===== src/rtl/clk_div_pkg.sv =====
// -----------------------------------------------------------------------------
// clk_div_pkg
// Shared definitions for the multi-channel clock divider:
//   - default divisor width and reset divisor
//   - chan_out_t : registered outputs of one divider channel
//   - ceil_half  : number of high cycles in a period of length d
// -----------------------------------------------------------------------------
package clk_div_pkg;

    localparam int DIV_W_DEFAULT       = 10;
    localparam int DEFAULT_DIV_DEFAULT = 500;
    localparam int N_CH_MAX            = 8;

    // Registered per-channel outputs, gathered so the top level can fan them
    // back out into the per-signal output vectors.
    typedef struct packed {
        logic clock_out;
        logic tick;
        logic pending;
    } chan_out_t;

    // High phase length for a period of d cycles. Written as d/2 + lsb so it
    // cannot overflow when d is the largest value of its width.
    function automatic int unsigned ceil_half(input int unsigned d);
        return (d >> 1) + (d & 32'd1);
    endfunction

endpackage


===== src/rtl/clk_div_chan.sv =====
// -----------------------------------------------------------------------------
// clk_div_chan
// One divider channel: period counter, active/pending divisor and registered
// clock/tick outputs. A newly loaded divisor is held as pending and only takes
// over at a period boundary, so a period in progress is never cut short.
//
// Ports:
//   clock_in    in   system clock
//   reset       in   asynchronous active-high reset
//   enable      in   run enable; low parks the counter at 0 with outputs low
//   load        in   capture load_value as the pending divisor
//   load_value  in   DIV_W  divisor to capture
//   restart     in   zero the counter and apply any pending divisor
//   status      out  chan_out_t {clock_out, tick, pending}, all registered
// -----------------------------------------------------------------------------
module clk_div_chan
    import clk_div_pkg::*;
#(
    parameter int DIV_W       = DIV_W_DEFAULT,
    parameter int DEFAULT_DIV = DEFAULT_DIV_DEFAULT
) (
    input  logic             clock_in,
    input  logic             reset,
    input  logic             enable,
    input  logic             load,
    input  logic [DIV_W-1:0] load_value,
    input  logic             restart,
    output chan_out_t        status
);

    logic [DIV_W-1:0] cnt;
    logic [DIV_W-1:0] active_div;
    logic [DIV_W-1:0] pending_div;
    logic             clock_q;
    logic             tick_q;
    logic             pending_q;

    logic [DIV_W-1:0] last_cnt;
    logic [DIV_W-1:0] half_div;
    logic             div_multi;
    logic             at_last;
    logic             apply_div;

    // Period decode. last_cnt is only formed when the divisor is at least 2,
    // so 0 and 1 never wrap around to an all-ones compare value.
    always_comb begin
        div_multi = (active_div > DIV_W'(1));
        last_cnt  = '0;
        if (div_multi) begin
            last_cnt = active_div - DIV_W'(1);
        end
        at_last   = div_multi && (cnt == last_cnt);
        half_div  = DIV_W'(ceil_half(32'(active_div)));
        // Divisors 0/1 and a disabled channel have no period in flight, so a
        // pending value may be taken over straight away.
        apply_div = pending_q && (at_last || !enable || !div_multi || restart);
    end

    // Counter and output registers, driven from the pre-update count.
    always_ff @(posedge clock_in or posedge reset) begin
        if (reset) begin
            cnt     <= '0;
            clock_q <= 1'b0;
            tick_q  <= 1'b0;
        end else if (!enable || (active_div == '0)) begin
            cnt     <= '0;
            clock_q <= 1'b0;
            tick_q  <= 1'b0;
        end else if (!div_multi) begin
            cnt     <= '0;
            clock_q <= 1'b1;
            tick_q  <= 1'b1;
        end else begin
            clock_q <= (cnt < half_div);
            tick_q  <= at_last;
            if (restart || at_last) begin
                cnt <= '0;
            end else begin
                cnt <= cnt + DIV_W'(1);
            end
        end
    end

    // Divisor registers. A load in the same cycle as an application lands
    // in pending_div after the older pending value has been taken over, so it
    // waits for the next boundary.
    always_ff @(posedge clock_in or posedge reset) begin
        if (reset) begin
            active_div  <= DIV_W'(DEFAULT_DIV);
            pending_div <= '0;
            pending_q   <= 1'b0;
        end else begin
            if (apply_div) begin
                active_div <= pending_div;
                pending_q  <= 1'b0;
            end
            if (load) begin
                pending_div <= load_value;
                pending_q   <= 1'b1;
            end
        end
    end

    assign status.clock_out = clock_q;
    assign status.tick      = tick_q;
    assign status.pending   = pending_q;

endmodule


===== src/rtl/clk_div_multi.sv =====
// -----------------------------------------------------------------------------
// clk_div_multi
// Multi-channel runtime-programmable clock divider. Each channel produces a
// near-50% divided clock and a one-cycle tick at the last count of its period.
// Divisors are reloaded glitch-free at period boundaries; restart phase-aligns
// all channels at once.
//
// Ports:
//   clock_in   in   system clock (100 MHz)
//   reset      in   asynchronous active-high reset
//   enable     in   N_CH   per-channel run enable
//   div_load   in   strobe: write div_value to channel div_sel
//   div_sel    in   CH_W   target channel (values >= N_CH are ignored)
//   div_value  in   DIV_W  new divisor
//   restart    in   strobe: zero every channel counter together
//   clock_out  out  N_CH   divided clocks, registered
//   tick       out  N_CH   end-of-period pulses, registered
//   pending    out  N_CH   a loaded divisor is waiting to take effect
// -----------------------------------------------------------------------------
module clk_div_multi
    import clk_div_pkg::*;
#(
    parameter int N_CH        = 2,
    parameter int DIV_W       = DIV_W_DEFAULT,
    parameter int DEFAULT_DIV = DEFAULT_DIV_DEFAULT,
    localparam int CH_W       = (N_CH > 1) ? $clog2(N_CH) : 1
) (
    input  logic             clock_in,
    input  logic             reset,
    input  logic [N_CH-1:0]  enable,
    input  logic             div_load,
    input  logic [CH_W-1:0]  div_sel,
    input  logic [DIV_W-1:0] div_value,
    input  logic             restart,
    output logic [N_CH-1:0]  clock_out,
    output logic [N_CH-1:0]  tick,
    output logic [N_CH-1:0]  pending
);

    for (genvar i = 0; i < N_CH; i++) begin : g_ch
        logic      ch_load;
        chan_out_t ch_status;

        // Only one channel can match; a select beyond the last channel
        // matches none, so the load is dropped.
        assign ch_load = div_load && (div_sel == CH_W'(i));

        clk_div_chan #(
            .DIV_W       (DIV_W),
            .DEFAULT_DIV (DEFAULT_DIV)
        ) u_chan (
            .clock_in   (clock_in),
            .reset      (reset),
            .enable     (enable[i]),
            .load       (ch_load),
            .load_value (div_value),
            .restart    (restart),
            .status     (ch_status)
        );

        assign clock_out[i] = ch_status.clock_out;
        assign tick[i]      = ch_status.tick;
        assign pending[i]   = ch_status.pending;
    end

endmodule


===== config.mk =====
export PLATFORM = sky130hd
export DESIGN_NAME = clk_div_multi
export DESIGN_NICKNAME = d
export VERILOG_FILES = /design/src/rtl/clk_div_pkg.sv /design/src/rtl/clk_div_chan.sv /design/src/rtl/clk_div_multi.sv
export SDC_FILE = /design/constraint.sdc
export NUM_CORES = 1
export LEC_CHECK = 0
export CORE_MARGIN = 2
export CORE_UTILIZATION = 46
export CTS_CLUSTER_SIZE = 28
export DETAILED_ROUTE_END_ITERATION = 7
export HOLD_SLACK_MARGIN = 0.08
export MAX_ROUTING_LAYER = met4
export PLACE_DENSITY = 0.69
export SYNTH_ARGS = -nofsm -noshare
export SYNTH_HDL_FRONTEND = slang
export SYNTH_SLANG_ARGS = --single-unit

===== constraint.sdc =====
create_clock -name clock_in -period 3.5 [get_ports clock_in]
set_input_delay 0.525 -clock clock_in [delete_from_list [all_inputs] [get_ports clock_in]]
set_output_delay 0.525 -clock clock_in [all_outputs]
set_load 0.1 [all_outputs]

==> results of run 1 <==
-- flip-flops by register name, indices dropped and copies added, names as in the netlist --
name and flops:
g_ch.u_chan.pending_q 2, g_ch.u_chan.clock_q 2, g_ch.u_chan.tick_q 2, g_ch.u_chan.active_div 20
g_ch.u_chan.cnt 20, g_ch.u_chan.pending_div 20
-- Yosys cell counts (8+ instances only) --
cell                       count  area (µm²)
sky130_fd_sc_hd__ha_1         30         375
sky130_fd_sc_hd__dfrtp_1      54        1350
sky130_fd_sc_hd__dfstp_2      12         315
sky130_fd_sc_hd__nand3_1      24         120
sky130_fd_sc_hd__nor4_1       17         106
sky130_fd_sc_hd__xnor2_1      24         210
sky130_fd_sc_hd__clkbuf_1     14        52.6
sky130_fd_sc_hd__a21o_1        8        60.1
sky130_fd_sc_hd__mux2_2       20         225
sky130_fd_sc_hd__a21oi_1       9        45.0
sky130_fd_sc_hd__nor3_1       10        50.1
sky130_fd_sc_hd__nor2_1       34         128
sky130_fd_sc_hd__mux2_4       10         150
sky130_fd_sc_hd__mux2_1       10         113
sky130_fd_sc_hd__nand2_1      20        75.1
sky130_fd_sc_hd__inv_1        16        60.1
sky130_fd_sc_hd__xor2_1       22         193
-- kinds of logic after synthesis --
group	after synthesis	synth area share
adders and majority gates	30	0.0849
DFF	66	0.377
buffers and inverters	44	0.0473
xor gates and xnor gates	49	0.104
muxes	43	0.117
and+or+nand+nor	143	0.181
AOI/OAI and AO/OA	50	0.0886
-- worst max-delay path: stages (launching register included) --
cell and delay, ns:
sky130_fd_sc_hd__dfrtp_1 0.48, sky130_fd_sc_hd__inv_1 0.13, sky130_fd_sc_hd__ha_1 0.29, sky130_fd_sc_hd__or4b_1 0.55, sky130_fd_sc_hd__or4_1 0.45, sky130_fd_sc_hd__a21o_1 0.20, sky130_fd_sc_hd__nand4b_1 0.17, sky130_fd_sc_hd__nor4_4 0.07
sky130_fd_sc_hd__o21ai_2 0.49, sky130_fd_sc_hd__mux2_1 0.38
-- where the power goes --
part	internal (mW)	switching (mW)
Sequential	0.910	0.212
Clock	0.273	0.296
Combinational	0.445	0.455
Total	1.63	0.963
-- per-layer routing --
layer,GRT usage,vias up
met1,0.269,1596
met3,0.0335,15
li1,-,1534
met5,-,-
met2,0.281,100
met4,0.0697,0
-- cell type report --
class	instances	area, µm²	share of cell area
clock buffer	11	141	0.0291
clock inverter	5	30.0	0.00618
inverter	16	60.1	0.0124
multi-input combinational	315	2540	0.523
sequential	66	1670	0.343
tap	129	161	0.0332
timing repair buffer	27	258	0.0530
-- how the worst min path moves through the flow --
| stage | from | endpoint | slack [ns] | depth (start not counted) |
|---|---|---|---|---|
| after floorplan | g_ch[0].u_chan.pending_div[0] | g_ch[0].u_chan.active_div[0] | 0.45 | 1 |
| after global placement | g_ch[0].u_chan.pending_div[6] | g_ch[0].u_chan.active_div[6] | 0.47 | 1 |
| after detailed placement | g_ch[0].u_chan.pending_div[4] | g_ch[0].u_chan.active_div[4] | 0.48 | 1 |
| after CTS | g_ch[0].u_chan.pending_div[4] | g_ch[0].u_chan.active_div[4] | 0.49 | 1 |
| after global routing | g_ch[0].u_chan.pending_div[3] | g_ch[0].u_chan.active_div[3] | 0.52 | 1 |
| final | g_ch[0].u_chan.pending_div[4] | g_ch[0].u_chan.active_div[4] | 0.49 | 1 |
-- through the flow --
step / setup WS (ns) / util / power (mW) / std cells
2_1_floorplan: 0.539 / - / 1.84 / 425
3_3_place_gp: 0.348 / 0.505 / 1.98 / 553
3_5_place_dp: 0.231 / 0.505 / 2.03 / 553
4_1_cts: 0.194 / 0.524 / 2.60 / 569
5_1_grt: 0.0421 / 0.524 / 2.75 / 569
6_report: 0.167 / 0.524 / 2.59 / 569
==> reports/qor.json, run 1 <==
{
  "worstReg2RegEnd": "g_ch[0].u_chan.active_div[0]",
  "totalNegativeSetupSlack_ns": 0,
  "n_fill_cell": 874,
  "synth_flop_cell": "sky130_fd_sc_hd__dfrtp_1",
  "clk_transition_reported_paths_ns": 0.07,
  "root_buffer": "sky130_fd_sc_hd__clkbuf_8",
  "cts_tree": "done",
  "cts.path.max_buffers": 2,
  "drc_errors": 0,
  "holdCritPathClass": "flip-flop to flip-flop",
  "synth_enable_flop_cells": 0,
  "area_delta_synth_final_pct": 9.99,
  "synth.net_count": 472,
  "layout_worst_path_cycle_share": 0.952,
  "ys_warn_count": 0,
  "dieWidth_um": 102,
  "grt_antenna_before_repair": 0,
  "place.port_buffers": 22,
  "finalSetupViolations": 0,
  "timing.hold.ws_ns": 0.487,
  "postSynthRegisterBits": 66,
  "crit_path_end_kind": "flip-flop",
  "placement.cell_area_um2": 4690,
  "cts_sinks": 66,
  "timing.reg2reg.worst_path_depth": 9,
  "cap_viol_max_count": 0,
  "die_height_um": 102,
  "wl_met2_mm": 4.04,
  "peakVddDrop_uv": 206,
  "regToRegStartpoint": "g_ch[0].u_chan.active_div[0]",
  "worst_skew_pair.late_latency_ns": 0.34,
  "timing.final.crit_period_ns": 3.33,
  "detailedRoute.firstIterationViolations": 187,
  "ant_nets": 0,
  "synth-seq-area-share": 0.377,
  "hpwlAfterDp_mm": 6.83,
  "initial_utilization": 0.476,
  "worst_pin_slew_ns": 0.968,
  "placementRows": 35,
  "cp-start-kind": "flip-flop",
  "grt-ovfl-total": 0,
  "fin_skew_ns": 0.0105,
  "htree_num_levels": 3,
  "postCtsResizedCells": 0,
  "fmaxAchievable_mhz": 300,
  "setup.worst_path.class": "flip-flop to flip-flop",
  "num-nets-final": 482,
  "run_status": "completed",
  "worst-r2r-setup-slack_ns": 0.17,
  "vias_per_cell": 5.70,
  "drt_first_pass_iters": 5,
  "mappedNetlistArea_um2": 4420,
  "global_route_wire_length_before_repair_mm": 15.2,
  "placeableCoreArea_um2": 9280,
  "cts_post_setup_buffers_inserted": 0,
  "cts-hold-fix-buffers": 0,
  "die_area_um2": 10400,
  "critical_path.startpoint": "g_ch[0].u_chan.active_div[0]",
  "cellLeakagePower_nw": 2.08,
  "gpl.final_weighted_congestion": 0.889,
  "rsz0062_at_grt": "no",
  "postSynth.asyncResetShare": 1.00,
  "ratio_of_total_power_to_cell_area_nw_per_um2": 533,
  "timing_hold_violations_final": 0,
  "number_of_buffers_created_by_cts": 9,
  "ioPinCount": 23,
  "maxSlewHeadroom": 0.353,
  "worst-endpoint-required_ns": 3.72,
  "commonest_non_fill_non_tap_cell_in_the_layout": "sky130_fd_sc_hd__dfrtp_1",
  "routed-via-count": 3245,
  "route.top_layer_used": "met4",
  "antenna_cells_inserted": 0,
  "postRouteWirelength_mm": 9.20,
  "first_global_vias": 3116,
  "met3_routed_length_um": 511,
  "postSynthCellCount": 425,
  "netlist-cell-type-count": 62,
  "path_max_fanout": 10,
  "detail_route.wirelength.met1_mm": 4.52,
  "layout-drive-gt1-share": 0.182,
  "grtUsageTotal": 0.192,
  "wl_per_cell_um": 16.2,
  "most_used_cells_in_the_layout_excluding_fill_and_tap_cells": "sky130_fd_sc_hd__dfrtp_1, sky130_fd_sc_hd__nor2_1, sky130_fd_sc_hd__ha_1",
  "stdcell_area_um2": 4860,
  "slew_viol_final": 0,
  "capture_point_of_the_worst_path": "g_ch[0].u_chan.active_div[0]",
  "grt_max_degree": 42,
  "critical_path_data_arrival_time_ns": 3.55,
  "synth.avg_cell_area_um2": 10.4
}
Note: power is estimated with default switching activity, not from simulation.
==> run 2: changes to the inputs <==
--- a/config.mk
+++ b/config.mk
@@ -11,7 +11,7 @@
 export DETAILED_ROUTE_END_ITERATION = 7
 export HOLD_SLACK_MARGIN = 0.08
 export MAX_ROUTING_LAYER = met4
-export PLACE_DENSITY = 0.69
+export PLACE_DENSITY_LB_ADDON = 0.05
 export SYNTH_ARGS = -nofsm -noshare
 export SYNTH_HDL_FRONTEND = slang
 export SYNTH_SLANG_ARGS = --single-unit
==> run 2 against run 1 <==
Sequential share of layout area is 0.58 points lower. Global-route usage up 1.5 points. Utilization up 0.90 points. Total power grew 7.2%. Via count down 4.1%. Sequential power barely moved. Clock skew fell by 0.0029 ns. Final area is 1.7% higher. Highest routed layer unchanged.
==> reports/qor.json, run 2 (synthesis gave the netlist of run 1 again) <==
{
  "root_buffer": "sky130_fd_sc_hd__clkbuf_8",
  "placementRows": {"value": 35, "change": "unchanged"},
  "most_used_cells_in_the_layout_excluding_fill_and_tap_cells": "sky130_fd_sc_hd__dfrtp_1, sky130_fd_sc_hd__nor2_1, sky130_fd_sc_hd__ha_1",
  "grt-ovfl-total": {"value": 0, "change": "unchanged"},
  "dp_worst_setup_slack": {"value": 0.291, "unit": "ns", "change": "+0.0608 ns"},
  "global_route_wire_length_before_repair": {"value": 16.2, "unit": "mm", "change": "+6.4%"},
  "drc_errors": {"value": 0, "change": "unchanged"},
  "crit_path_max_incr_delay": {"value": 0.53, "unit": "ns", "change": "-0.02 ns"},
  "drt_first_pass_iters": {"value": 4, "change": "-1"},
  "dieWidth": {"value": 102, "unit": "µm", "change": "unchanged"},
  "layout_worst_path_cycle_share": {"value": 0.916, "change": "-0.0366"},
  "place.port_buffers": {"value": 22, "change": "unchanged"},
  "grt_antenna_before_repair": {"value": 0, "change": "unchanged"},
  "die_height": {"value": 102, "unit": "µm", "change": "unchanged"},
  "cts_post_setup_buffers_inserted": {"value": 0, "change": "unchanged"},
  "finalSetupViolations": {"value": 0, "change": "unchanged"},
  "cp-start-kind": "flip-flop",
  "timing_hold_violations_final": {"value": 0, "change": "unchanged"},
  "hpwlAfterDp": {"value": 7.10, "unit": "mm", "change": "+4.1%"},
  "setup.worst_path.class": "flip-flop to flip-flop",
  "multi_input_combinational_cell_area": {"value": 2540, "unit": "µm²", "change": "unchanged"},
  "detailedRoute.firstIterationViolations": {"value": 104, "change": "-44%"},
  "clk_transition_reported_paths": {"value": 0.08, "unit": "ns", "change": "about the same"},
  "run_status": "completed",
  "cts_sinks": {"value": 66, "change": "unchanged"},
  "slowest_stage": "sky130_fd_sc_hd__or4b_1",
  "layout-drive-gt1-share": {"value": 0.190, "change": "+0.00780"},
  "peakVddDrop": {"value": 271, "unit": "µV", "change": "+32%"},
  "grtUsageTotal": {"value": 0.208, "change": "+0.0153"},
  "antenna_cells_inserted": {"value": 0, "change": "unchanged"},
  "area_delta_synth_final_pct": 11.9,
  "maxSlewHeadroom": {"value": 0.289, "change": "-0.0636"},
  "grt_max_degree": {"value": 51, "change": "+21%"},
  "placement.cell_area": {"value": 4710, "unit": "µm²", "change": "+0.48%"},
  "timing.final.crit_period": {"value": 3.20, "unit": "ns", "change": "-0.128 ns"},
  "postRouteWirelength": {"value": 9.45, "unit": "mm", "change": "+2.7%"},
  "biggest_registers_after_layout": "g_ch.u_chan.active_div: 20 flops, g_ch.u_chan.cnt: 20 flops, g_ch.u_chan.pending_div: 20 flops",
  "worst-endpoint-required": {"value": 3.73, "unit": "ns", "change": "about the same"},
  "number_of_buffers_created_by_cts": {"value": 9, "change": "unchanged"},
  "ratio_of_total_power_to_cell_area": {"value": 562, "unit": "nW/µm²", "change": "+5.4%"},
  "fmaxAchievable": {"value": 312, "unit": "MHz", "change": "+4.0%"},
  "slew_viol_final": {"value": 0, "change": "unchanged"},
  "holdCritPathClass": "flip-flop to flip-flop",
  "reg_area": {"value": 1670, "unit": "µm²", "change": "unchanged"},
  "ant_nets": {"value": 0, "change": "unchanged"},
  "cap_viol_max_count": {"value": 0, "change": "unchanged"},
  "wl_per_cell": {"value": 16.5, "unit": "µm", "change": "+2.2%"},
  "crit_path_cell_trace": "inv_1 > ha_1 > or4b_1 > or4_1 > a21o_1 > nand4b_1 > nor4_4 > o21ai_2 > mux2_1",
  "worst_skew_pair.late_latency": {"value": 0.34, "unit": "ns", "change": "about the same"},
  "initial_utilization": {"value": 0.476, "change": "unchanged"},
  "stdcell_area": {"value": 4940, "unit": "µm²", "change": "+1.7%"},
  "post-route-worst-setup-slack": {"value": 0.295, "unit": "ns", "change": "+0.128 ns"},
  "ioPinCount": {"value": 23, "change": "unchanged"},
  "routed-via-count": {"value": 3111, "change": "-4.1%"},
  "path_max_fanout": {"value": 10, "change": "unchanged"},
  "cellLeakagePower": {"value": 2.13, "unit": "nW", "change": "+2.3%"},
  "commonest_non_fill_non_tap_cell_in_the_layout": "sky130_fd_sc_hd__dfrtp_1",
  "gpl.final_weighted_congestion": {"value": 0.924, "change": "+3.9%"},
  "placeableCoreArea": {"value": 9280, "unit": "µm²", "change": "unchanged"},
  "cts-hold-fix-buffers": {"value": 0, "change": "unchanged"},
  "worst_pin_slew": {"value": 1.07, "unit": "ns", "change": "+0.0969 ns"},
  "critical_path_data_arrival_time": {"value": 3.43, "unit": "ns", "change": "-0.12 ns"},
  "cts.path.max_buffers": {"value": 2, "change": "unchanged"},
  "n_fill_cell": {"value": 857, "change": "-1.9%"},
  "vias_per_cell": {"value": 5.44, "change": "-4.6%"},
  "fin_skew": {"value": 0.00762, "unit": "ns", "change": "-0.00292 ns"},
  "first_global_vias": {"value": 3223, "change": "+3.4%"},
  "die_area": {"value": 10400, "unit": "µm²", "change": "unchanged"},
  "crit_path_end_kind": "flip-flop",
  "rsz0062_at_grt": "no",
  "postCtsResizedCells": {"value": 0, "change": "unchanged"},
  "htree_num_levels": {"value": 3, "change": "unchanged"},
  "totalNegativeSetupSlack": {"value": 0, "unit": "ns", "change": "unchanged"},
  "cts_tree": "done",
  "num-nets-final": {"value": 485, "change": "+0.62%"}
}
-- run 2: changes by cell type in the layout (fill, tap and decap cells not counted), sizes merged --
cell / previous run / this run
clkbuf: 11 / 10
buf: 5 / 8
inv: 16 / 19
clkinvlp: 2 / 0
clkinv: 3 / 1
bufinv: 0 / 2
-- run 2: cell type report --
cell class,count,area share
multi-input cells,315,0.514
inverters,16,0.0121
clock buffers,10,0.0278
flip-flops and latches,66,0.337
repair buffers,30,0.0567
well taps,129,0.0326
clock inverters,6,0.0192
-- run 2: final timing paths --
| kind | depth (start not counted) | slack, ns | startpoint | end |
|---|---|---|---|---|
| max reg2reg | 9 | 0.30 | g_ch[0].u_chan.active_div[0] | g_ch[0].u_chan.active_div[0] |
| min in group asynchronous | 2 | 0.76 | reset | g_ch[1].u_chan.cnt[6] |
| min reg2reg | 1 | 0.49 | g_ch[0].u_chan.pending_div[9] | g_ch[0].u_chan.active_div[9] |
| max in group asynchronous | 3 | 1.98 | reset | g_ch[0].u_chan.cnt[9] |
| max | 9 | 0.30 | g_ch[0].u_chan.active_div[0] | g_ch[0].u_chan.active_div[0] |
| min | 1 | 0.49 | g_ch[0].u_chan.pending_div[9] | g_ch[0].u_chan.active_div[9] |
-- run 2: per-layer routing --
metal  up-vias  part of all wire  GRT usage
li1       1539                 -          -
met1      1527              0.47      0.263
met2        33              0.49      0.349
met3        12             0.019     0.0349
met4         0             0.014     0.0513
met5         -                 0          -
-- run 2: per-stage QoR --
step | instances | power (mW) | hold WS (ns) | util
2_1_floorplan | 425 | 1.84 | 0.454 | -
3_3_place_gp | 556 | 2.03 | 0.473 | 0.508
3_5_place_dp | 556 | 2.05 | 0.477 | 0.508
4_1_cts | 572 | 2.81 | 0.496 | 0.533
5_1_grt | 572 | 2.98 | 0.516 | 0.533
6_report | 572 | 2.78 | 0.488 | 0.533
-- run 2: critical path, delay by kind of cell (launching register included) --
family | cells | cell delay [ns]
simple gates | 4 | 1.19
compound gates | 2 | 0.68
flops | 1 | 0.48
mux | 1 | 0.38
fa+ha+maj | 1 | 0.24
buf+inv | 1 | 0.12
-- run 2: power breakdown --
group          leakage, nW  total, mW  internal [mW]  switching, mW
clock network        0.118      0.745          0.429          0.316
logic                 1.20      0.926          0.454          0.472
registers            0.809       1.11          0.910          0.196
total                 2.13       2.78           1.79          0.984
==> run 3: changes to the inputs <==
==> constraint.sdc (replaced) <==
create_clock -name clock_in -period 3.6 [get_ports clock_in]
set_input_delay 0.54 -clock clock_in [delete_from_list [all_inputs] [get_ports clock_in]]
set_output_delay 0.54 -clock clock_in [all_outputs]
set_load 0.1 [all_outputs]
==> run 3 against run 2 <==
Critical path depth down 2. Register-to-register slack better by 0.10 ns. Utilization down 0.094 points. Worst hold slack better by 0.0041 ns. Combinational power down 4.3%. Final area down 0.18%. Global-route usage up 0.35 points. Non-clock buffer count down 1. Final cell count down 0.17%. Total power down 2.6%. Fmax up 0.10%. First-iteration DRC count down 40%. Highest routed layer unchanged.
==> reports/qor.json, run 3 (synthesis gave the netlist of run 1 again) <==
{
  "root_buffer": "sky130_fd_sc_hd__clkbuf_8",
  "detailedRoute.firstIterationViolations": {"value": 62, "change": "-40%"},
  "ratio_of_total_power_to_cell_area": {"value": 548, "unit": "nW/µm²", "change": "-2.4%"},
  "ant_nets": {"value": 0, "change": "unchanged"},
  "number_of_buffers_created_by_cts": {"value": 9, "change": "unchanged"},
  "cts.path.max_buffers": {"value": 2, "change": "unchanged"},
  "fin_skew": {"value": 0.0167, "unit": "ns", "change": "+0.00911 ns"},
  "path_max_fanout": {"value": 10, "change": "unchanged"},
  "crit_path_end_kind": "flip-flop",
  "setup.worst_path.class": "flip-flop to flip-flop",
  "n_fill_cell": {"value": 860, "change": "+0.35%"},
  "critical_path_data_arrival_time": {"value": 3.45, "unit": "ns", "change": "+0.02 ns"},
  "cts-hold-fix-buffers": {"value": 0, "change": "unchanged"},
  "first_global_vias": {"value": 3156, "change": "-2.1%"},
  "initial_utilization": {"value": 0.476, "change": "unchanged"},
  "timing.final.crit_period": {"value": 3.20, "unit": "ns", "change": "-0.00325 ns"},
  "postRouteWirelength": {"value": 9.58, "unit": "mm", "change": "+1.4%"},
  "slowest_stage": "sky130_fd_sc_hd__o41ai_4",
  "layout_worst_path_cycle_share": {"value": 0.889, "change": "-0.0263"},
  "global_route_wire_length_before_repair": {"value": 16.3, "unit": "mm", "change": "+0.64%"},
  "routed-via-count": {"value": 3086, "change": "-0.80%"},
  "cap_viol_max_count": {"value": 0, "change": "unchanged"},
  "hpwlAfterDp": {"value": 7.13, "unit": "mm", "change": "+0.32%"},
  "area_delta_synth_final_pct": 11.7,
  "slew_viol_final": {"value": 0, "change": "unchanged"},
  "run_status": "completed",
  "finalSetupViolations": {"value": 0, "change": "unchanged"},
  "fmaxAchievable": {"value": 312, "unit": "MHz", "change": "+0.10%"},
  "ioPinCount": {"value": 23, "change": "unchanged"},
  "finalPower": {"value": 2.71, "unit": "mW", "change": "-2.6%"},
  "vias_per_cell": {"value": 5.40, "change": "-0.63%"},
  "gpl.final_weighted_congestion": {"value": 0.900, "change": "-2.6%"},
  "grt_max_degree": {"value": 47, "change": "-7.8%"},
  "die_height": {"value": 102, "unit": "µm", "change": "unchanged"},
  "num-nets-final": {"value": 484, "change": "-0.21%"},
  "maxSlewHeadroom": {"value": 0.329, "change": "+0.0399"},
  "drc_errors": {"value": 0, "change": "unchanged"},
  "cellLeakagePower": {"value": 2.12, "unit": "nW", "change": "-0.40%"},
  "peakVddDrop": {"value": 294, "unit": "µV", "change": "+8.5%"},
  "wl_per_cell": {"value": 16.8, "unit": "µm", "change": "+1.6%"},
  "placeableCoreArea": {"value": 9280, "unit": "µm²", "change": "unchanged"},
  "grtUsageTotal": {"value": 0.211, "change": "+0.00348"},
  "placementRows": {"value": 35, "change": "unchanged"},
  "crit_path_cell_trace": "or4_4 > nor4_2 > mux2i_1 > xnor2_2 > nor4_4 > o41ai_4 > mux2_4",
  "worst_pin_slew": {"value": 1.00, "unit": "ns", "change": "-0.0618 ns"},
  "grt_antenna_before_repair": {"value": 0, "change": "unchanged"},
  "crit_buf_inv": {"value": 0, "change": "-1"},
  "commonest_non_fill_non_tap_cell_in_the_layout": "sky130_fd_sc_hd__dfrtp_1",
  "die_area": {"value": 10400, "unit": "µm²", "change": "unchanged"},
  "cts_post_setup_buffers_inserted": {"value": 0, "change": "unchanged"},
  "cp-start-kind": "flip-flop",
  "clk_transition_reported_paths": {"value": 0.08, "unit": "ns", "change": "about the same"},
  "reg_area": {"value": 1670, "unit": "µm²", "change": "unchanged"},
  "grt-ovfl-total": {"value": 0, "change": "unchanged"},
  "drt_first_pass_iters": {"value": 4, "change": "unchanged"},
  "worst-endpoint-required": {"value": 3.84, "unit": "ns", "change": "+0.11 ns"},
  "crit_path_max_incr_delay": {"value": 0.80, "unit": "ns", "change": "+0.27 ns"},
  "path_delay_family": "simple AND/OR/NAND/NOR gates",
  "multi_input_combinational_cell_area": {"value": 2540, "unit": "µm²", "change": "unchanged"},
  "dieWidth": {"value": 102, "unit": "µm", "change": "unchanged"},
  "cts_tree": "done",
  "cts_sinks": {"value": 66, "change": "unchanged"},
  "worst_skew_pair.late_latency": {"value": 0.36, "unit": "ns", "change": "+0.02 ns"},
  "postCtsResizedCells": {"value": 0, "change": "unchanged"},
  "place.port_buffers": {"value": 22, "change": "unchanged"},
  "antenna_cells_inserted": {"value": 0, "change": "unchanged"},
  "biggest_registers_after_layout": "g_ch.u_chan.active_div: 20 flops, g_ch.u_chan.cnt: 20 flops, g_ch.u_chan.pending_div: 20 flops",
  "most_used_cells_in_the_layout_excluding_fill_and_tap_cells": "sky130_fd_sc_hd__dfrtp_1, sky130_fd_sc_hd__nor2_1, sky130_fd_sc_hd__ha_1",
  "rsz0062_at_grt": "no",
  "layout-drive-gt1-share": {"value": 0.188, "change": "-0.00183"},
  "htree_num_levels": {"value": 3, "change": "unchanged"},
  "timing_hold_violations_final": {"value": 0, "change": "unchanged"},
  "holdCritPathClass": "flip-flop to flip-flop",
  "totalNegativeSetupSlack": {"value": 0, "unit": "ns", "change": "unchanged"}
}
==> run 3: changes by cell type in the layout (fill, tap and decap cells not counted), sizes merged <==
cell | previous run | this run
buf | 8 | 7
clkbuf | 10 | 9
clkinv | 1 | 0
clkinvlp | 0 | 1
inv | 19 | 20
==> run 3: report_power, final <==
part | internal [mW] | leakage, nW | switching, mW
Combinational | 0.440 | 1.19 | 0.447
Sequential | 0.885 | 0.809 | 0.193
Clock | 0.404 | 0.114 | 0.338
==> run 3: worst reg2reg max path: cells and delay by family, from the launching register on <==
kind	cells	cell delay, ns
XOR/XNOR	1	0.18
multiplexers	2	0.68
flip-flops	1	0.50
AND/OR/NAND/NOR	3	0.93
AO/OA/AOI/OAI	1	0.80
==> run 3: worst paths after layout <==
path                                               start                      endpoint  slack, ns  cells after the start
hold / removal             g_ch[0].u_chan.pending_div[7]  g_ch[0].u_chan.active_div[7]       0.49                      1
max in group asynchronous                          reset  g_ch[0].u_chan.active_div[4]       2.08                      3
setup / recovery            g_ch[1].u_chan.active_div[3]  g_ch[1].u_chan.active_div[3]       0.40                      7
hold reg to reg            g_ch[0].u_chan.pending_div[7]  g_ch[0].u_chan.active_div[7]       0.49                      1
min in group asynchronous                          reset         g_ch[1].u_chan.cnt[8]       0.70                      2
setup reg to reg            g_ch[1].u_chan.active_div[3]  g_ch[1].u_chan.active_div[3]       0.40                      7
==> run 3: area by class of cell <==
| cell class | count | area share |
|---|---|---|
| Sequential cell | 66 | 0.338 |
| Tap cell | 129 | 0.0327 |
| Clock buffer | 9 | 0.0251 |
| Multi-Input combinational cell | 315 | 0.515 |
| Inverter | 16 | 0.0122 |
| Timing Repair Buffer | 29 | 0.0553 |
| Clock inverter | 7 | 0.0218 |
==> run 3: per-stage QoR <==
step                      utilization  hold slack [ns]  std cells  instance area [µm²]  worst slack, ns
after CTS                       0.532            0.492        571                 4940            0.364
after floorplan                     -            0.454        425                 4420            0.639
after global placement          0.507            0.471        555                 4700            0.421
final                           0.532            0.492        571                 4940            0.399
after detailed placement        0.507            0.477        555                 4700            0.383
after global routing            0.532            0.516        571                 4940            0.167
==> run 3: layer usage <==
layer | track usage | share of wire | vias up
li1 | - | - | 1541
met1 | 0.266 | 0.47 | 1508
met2 | 0.356 | 0.50 | 27
met3 | 0.0328 | 0.019 | 10
met4 | 0.0554 | 0.013 | 0
met5 | - | 0 | -
